`src/rtl/lc3_controller.sv`:
```
// Pipeline controller for a five-stage LC-3: sequences stage enables through fill, memory, branch-stall and I-miss states.
// All outputs are registered from next-state logic, so no input reaches an output in the same cycle.
module lc3_controller (
  input  logic        clk,
  input  logic        rst,
  input  logic [15:0] ir,
  input  logic [15:0] ir_exec,
  input  logic [2:0]  nzp,
  input  logic        complete_instr,
  input  logic        complete_data,
  output logic        enable_fetch,
  output logic        enable_updatePC,
  output logic        enable_decode,
  output logic        enable_execute,
  output logic        enable_writeback,
  output logic        br_taken,
  output logic [1:0]  mem_state
);

  typedef enum logic [2:0] {FILL, RUN, MEM, BR_STALL, IMISS} state_t;

  localparam logic [1:0] MS_READ = 2'd0;
  localparam logic [1:0] MS_IND  = 2'd1;
  localparam logic [1:0] MS_WR   = 2'd2;
  localparam logic [1:0] MS_IDLE = 2'd3;

  // enable vector order: {fetch, updatePC, decode, execute, writeback}
  state_t     r_state, w_state;
  logic [1:0] r_fill, w_fill;
  logic       r_br_ph, w_br_ph;
  logic       r_br_jmp, w_br_jmp;
  logic       r_mem_wr, w_mem_wr;
  logic [4:0] r_en, w_en;
  logic       r_br_taken, w_br_taken;
  logic [1:0] r_mem_state, w_mem_state;

  logic [3:0] w_ir_op;
  logic [3:0] w_ex_op;
  logic       w_ex_mem;
  logic       w_ex_wr;
  logic [1:0] w_ex_ms;
  logic       w_ir_br;
  logic       w_ir_jmp;
  logic       w_unused;

  assign w_ir_op  = ir[15:12];
  assign w_ex_op  = ir_exec[15:12];
  assign w_ir_br  = (w_ir_op == 4'b0000);
  assign w_ir_jmp = (w_ir_op == 4'b1100);
  assign w_unused = &{1'b0, ir[11:0], ir_exec[8:0]};

  always_comb begin
    w_ex_mem = 1'b1;
    w_ex_wr  = 1'b0;
    w_ex_ms  = MS_IDLE;
    case (w_ex_op)
      4'b0010, 4'b0110: w_ex_ms = MS_READ;
      4'b1010:          w_ex_ms = MS_IND;
      4'b0011, 4'b0111: begin w_ex_ms = MS_WR;  w_ex_wr = 1'b1; end
      4'b1011:          begin w_ex_ms = MS_IND; w_ex_wr = 1'b1; end
      default:          w_ex_mem = 1'b0;
    endcase
  end

  always_comb begin
    w_state     = r_state;
    w_fill      = r_fill;
    w_br_ph     = r_br_ph;
    w_br_jmp    = r_br_jmp;
    w_mem_wr    = r_mem_wr;
    w_en        = r_en;
    w_br_taken  = 1'b0;
    w_mem_state = MS_IDLE;
    case (r_state)
      FILL: begin
        w_fill = r_fill + 2'd1;
        case (r_fill)
          2'd0:    w_en = 5'b11000;
          2'd1:    w_en = 5'b11100;
          2'd2:    w_en = 5'b11110;
          default: begin w_en = 5'b11111; w_state = RUN; end
        endcase
      end
      RUN: begin
        // memory op in execute wins; a pending branch is seen again after MEM
        if (w_ex_mem) begin
          w_state     = MEM;
          w_en        = 5'b00000;
          w_mem_state = w_ex_ms;
          w_mem_wr    = w_ex_wr;
        end else if (w_ir_br || w_ir_jmp) begin
          w_state  = BR_STALL;
          w_br_ph  = 1'b0;
          w_br_jmp = w_ir_jmp;
          w_en     = 5'b00011;
        end else if (!complete_instr) begin
          w_state = IMISS;
          w_en    = 5'b00000;
        end else begin
          w_en = 5'b11111;
        end
      end
      MEM: begin
        w_en        = 5'b00000;
        w_mem_state = r_mem_state;
        if (complete_data) begin
          if (r_mem_state == MS_IND) begin
            w_mem_state = r_mem_wr ? MS_WR : MS_READ;
          end else begin
            // stores have nothing to write back on the exit cycle
            w_state     = RUN;
            w_mem_state = MS_IDLE;
            w_en        = r_mem_wr ? 5'b11110 : 5'b11111;
          end
        end
      end
      BR_STALL: begin
        if (!r_br_ph) begin
          w_br_ph    = 1'b1;
          w_en       = 5'b01011;
          w_br_taken = r_br_jmp | (|(ir_exec[11:9] & nzp));
        end else begin
          w_state = RUN;
          w_en    = 5'b11111;
        end
      end
      IMISS: begin
        w_en = 5'b00000;
        if (complete_instr) begin
          w_state = RUN;
          w_en    = 5'b11111;
        end
      end
      default: begin
        w_state = FILL;
        w_fill  = 2'd0;
        w_en    = 5'b00000;
      end
    endcase
  end

  always_ff @(posedge clk or negedge rst) begin
    if (!rst) begin
      r_state     <= FILL;
      r_fill      <= 2'd0;
      r_br_ph     <= 1'b0;
      r_br_jmp    <= 1'b0;
      r_mem_wr    <= 1'b0;
      r_en        <= 5'b00000;
      r_br_taken  <= 1'b0;
      r_mem_state <= MS_IDLE;
    end else begin
      r_state     <= w_state;
      r_fill      <= w_fill;
      r_br_ph     <= w_br_ph;
      r_br_jmp    <= w_br_jmp;
      r_mem_wr    <= w_mem_wr;
      r_en        <= w_en;
      r_br_taken  <= w_br_taken;
      r_mem_state <= w_mem_state;
    end
  end

  assign enable_fetch     = r_en[4];
  assign enable_updatePC  = r_en[3];
  assign enable_decode    = r_en[2];
  assign enable_execute   = r_en[1];
  assign enable_writeback = r_en[0];
  assign br_taken         = r_br_taken;
  assign mem_state        = r_mem_state;

endmodule

```
`config.mk`:
```
export PLATFORM = sky130hd
export DESIGN_NAME = lc3_controller
export DESIGN_NICKNAME = d
export VERILOG_FILES = /design/src/rtl/lc3_controller.sv
export SDC_FILE = /design/constraint.sdc
export NUM_CORES = 1
export LEC_CHECK = 0
export BUFFER_PORTS_ARGS = -buffer_cell sky130_fd_sc_hd__buf_2
export CORE_MARGIN = 3
export CORE_UTILIZATION = 45
export DETAILED_ROUTE_END_ITERATION = 8
export PLACE_DENSITY = 0.78
export RECOVER_POWER = 100
export SYNTH_ARGS = -nofsm -noshare
export SYNTH_HDL_FRONTEND = slang
export SYNTH_SLANG_ARGS = --single-unit
```
`constraint.sdc`:
```
create_clock -name clk -period 2.23 [get_ports clk]
set_input_delay 0.3345 -clock clk [delete_from_list [all_inputs] [get_ports clk]]
set_output_delay 0.3345 -clock clk [all_outputs]
set_load 0.005 [all_outputs]
```
==> impl_metrics.ini <==
[run_status]
status = complete, no violations

[route]
drtAntennaViolNets = 0
wl_per_cell_um = 13.2
viasPerCell = 5.45
vias = 877
drt-initial-drc-count = 25
drc = 0
firstDrtPassIters = 4
wl_um = 2130

[timing]
tns_ns = 0
fmax_mhz = 529
fin_skew_ns = 0.00377
timing.hold.ws_ns = 0.281
maxSlewHeadroom_pct = 44.5
worst_pin_slew_ns = 0.832
finalMaxSlewViolations = 0
worst_slack_ns = 0.340
finalHoldViolCount = 0
finalCriticalPeriod_ns = 1.89
rsz0062_at_grt = false
final.period_utilization_pct = 84.8
finalSetupViolations = 0

[global_route]
grt_pass1_wl_um = 3760
grt_usage_pct = 19.1
grt_pass1_vias = 868
antenna_found_initial = 0
gr-total-overflow = 0
grt_max_degree = 17

[clock_tree]
clk_path_buf_depth = 2
path_clk_slew_ns = 0.09
clock_latency_ns = 0.29
ctsRootBufferMaster = clkbuf_4
h-tree-depth = 1
post_cts_buffers = 0
tritoncts = done
cts.sinks = 16
cts-buffers-inserted = 3

[logic_synthesis]
synthTopCellsByArea = dfrtp_1 (35%), dfstp_2 (5.3%), ha_1 (3.8%)
syn_avg_cell_area_um2 = 9.61
yosysTopAreaCell = dfrtp_1
synthesis.instances = 103
yosysTopAreaCellShare_pct = 35.4
yosysWarnings = 0
synth-edff-count = 0
synth-main-ff-cell = dfrtp_1
async_flop_share_pct = 100
synth_nets = 145
ys_types = 43
netlist_area_um2 = 990
ys_seq_area_share_pct = 40.7
synth-seq-cells = 16

[setup_path]
setup.worst_path.class = reg2reg
crit_required_ns = 2.41
crit_family = buffers and inverters
crit_slowest_cell = clkbuf_1
slowest_delay_ns = 0.49
arrival_ns = 2.07
cp-end-kind = flip-flop
critPathBufInv = 2
crit_fanout = 14
crit_chain = clkbuf_1, inv_1, a221o_2, mux2_1
critPathLaunchType = flip-flop

[power]
leakage_nw = 0.540
power_density_nw_per_um2 = 1150
fin_total_pwr_w = 0.00137
ir_drop_mv = 0.643

[placed_design]
hpwl_um = 1610
io_buffers = 25
gp_congestion = 0.795
pre_cts_ws_ns = 0.433

[die]
rows = 16
start_util_pct = 48.9
die_area_um2 = 2800
die_w_um = 52.9
io_pins = 47
die_h_um = 52.9
design.core.area_um2 = 2020

[job]
cap_violations = 0

[layout]
antenna_cells = 0
final_util_pct = 58.8
drive_gt1_share_pct = 26.1
n_fill_cell = 175
syn_to_final_growth_pct = 20.2
layout.nets = 177

[worst_hold_path]
min_path_type = in2reg
[path summary, 6_finish.rpt]
path                                        startpoint                     end  slack, ns  depth (start not counted)
worst max register to register  r_state[2]$_DFFE_PN0P_  r_state[0]$_DFFE_PN0P_       0.34                          4
min in group asynchronous                          rst       r_en[1]$_DFF_PN0_       0.66                          2
worst min register to register     r_br_ph$_DFFE_PN0P_      br_taken$_DFF_PN0_       0.49                          1
max in group asynchronous                          rst   r_fill[1]$_DFFE_PN0N_       1.06                          2
worst min-delay path                       ir_exec[12]    r_mem_wr$_DFFE_PN0P_       0.28                          2
worst max-delay path            r_state[2]$_DFFE_PN0P_  r_state[0]$_DFFE_PN0P_       0.34                          4
[cell usage after synthesis, types with 2 or more instances]
library cell	count
nand2b_1	4
dfrtp_1	14
nor3_1	4
a21oi_1	7
ha_1	3
nand3_1	2
o22ai_1	2
nor2_1	5
a31oi_1	3
o211ai_1	2
dfstp_2	2
nand2_1	10
inv_1	9
clkbuf_1	2
a21o_1	2
o21ai_0	5
[sequential cells by signal (all words and copies together), names as in the netlist]
register and cells:
r_br_ph 1, br_taken 1, r_state 3, r_fill 2
r_mem_wr 1, mem_state 2, r_en 5, r_br_jmp 1
[kinds of logic (layout without fill, tap and decap cells)]
logic type / count (synthesis) / in the layout / share of synthesized area (%)
DFF: 16 / 16 / 40.7
buffers and inverters: 12 / 43 / 4.68
adders and majority gates: 3 / 3 / 3.79
and+or+nand+nor: 33 / 33 / 18.6
xor gates and xnor gates: 2 / 2 / 2.53
AOI/OAI and AO/OA: 34 / 34 / 26.0
muxes: 3 / 3 / 3.67
[cell usage in the layout, fill, tap and decap left out, types with 2 or more instances in the layout]
master and n:
nand2_1 10, nor3_1 4, inv_1 9, o21ai_0 5, nor2_1 5, nand2b_1 4
clkbuf_4 3, o22ai_1 2, buf_2 22, nand3_1 2, o211ai_1 2, a21oi_1 7
dfrtp_1 14, dfstp_1 2, ha_1 3, a31oi_1 3, a21o_1 2, clkbuf_1 7
[routing by layer]
| layer | vias to the layer above | GRT usage [%] | wire length, um |
|---|---|---|---|
| met5 | - | 0 | 0 |
| met4 | 0 | 14.5 | 55 |
| met3 | 4 | 3.38 | 183 |
| met2 | 41 | 29.5 | 956 |
| met1 | 389 | 23.2 | 936 |
| li1 | 443 | - | - |
[power breakdown]
group / switching [W] / total (W) / internal (W)
Sequential: 0.0000874 / 0.000496 / 0.000408
Combinational: 0.000373 / 0.000686 / 0.000313
Clock: 0.0000929 / 0.000192 / 0.0000996
Total: 0.000553 / 0.00137 / 0.000821
[cell type report]
class	count	area (um^2)	area share, %
Sequential cell	16	403	33.9
Tap cell	27	33.8	2.84
Clock buffer	4	36.3	3.05
Multi-Input combinational cell	75	537	45.1
Timing Repair Buffer	30	146	12.3
Inverter	9	33.8	2.84
[repair_timing]
action                    CTS  global route
resized for setup           0             0
hold endpoints to repair   14             0
hold buffers                1             0
[metrics by stage]
step / cell area, um^2 / std cells
5_1_grt: 1190 / 161
3_5_place_dp: 1170 / 156
4_1_cts: 1210 / 161
2_1_floorplan: 990 / 103
6_report: 1190 / 161
3_3_place_gp: 1170 / 156
Note: power is estimated with default switching activity, not from simulation.
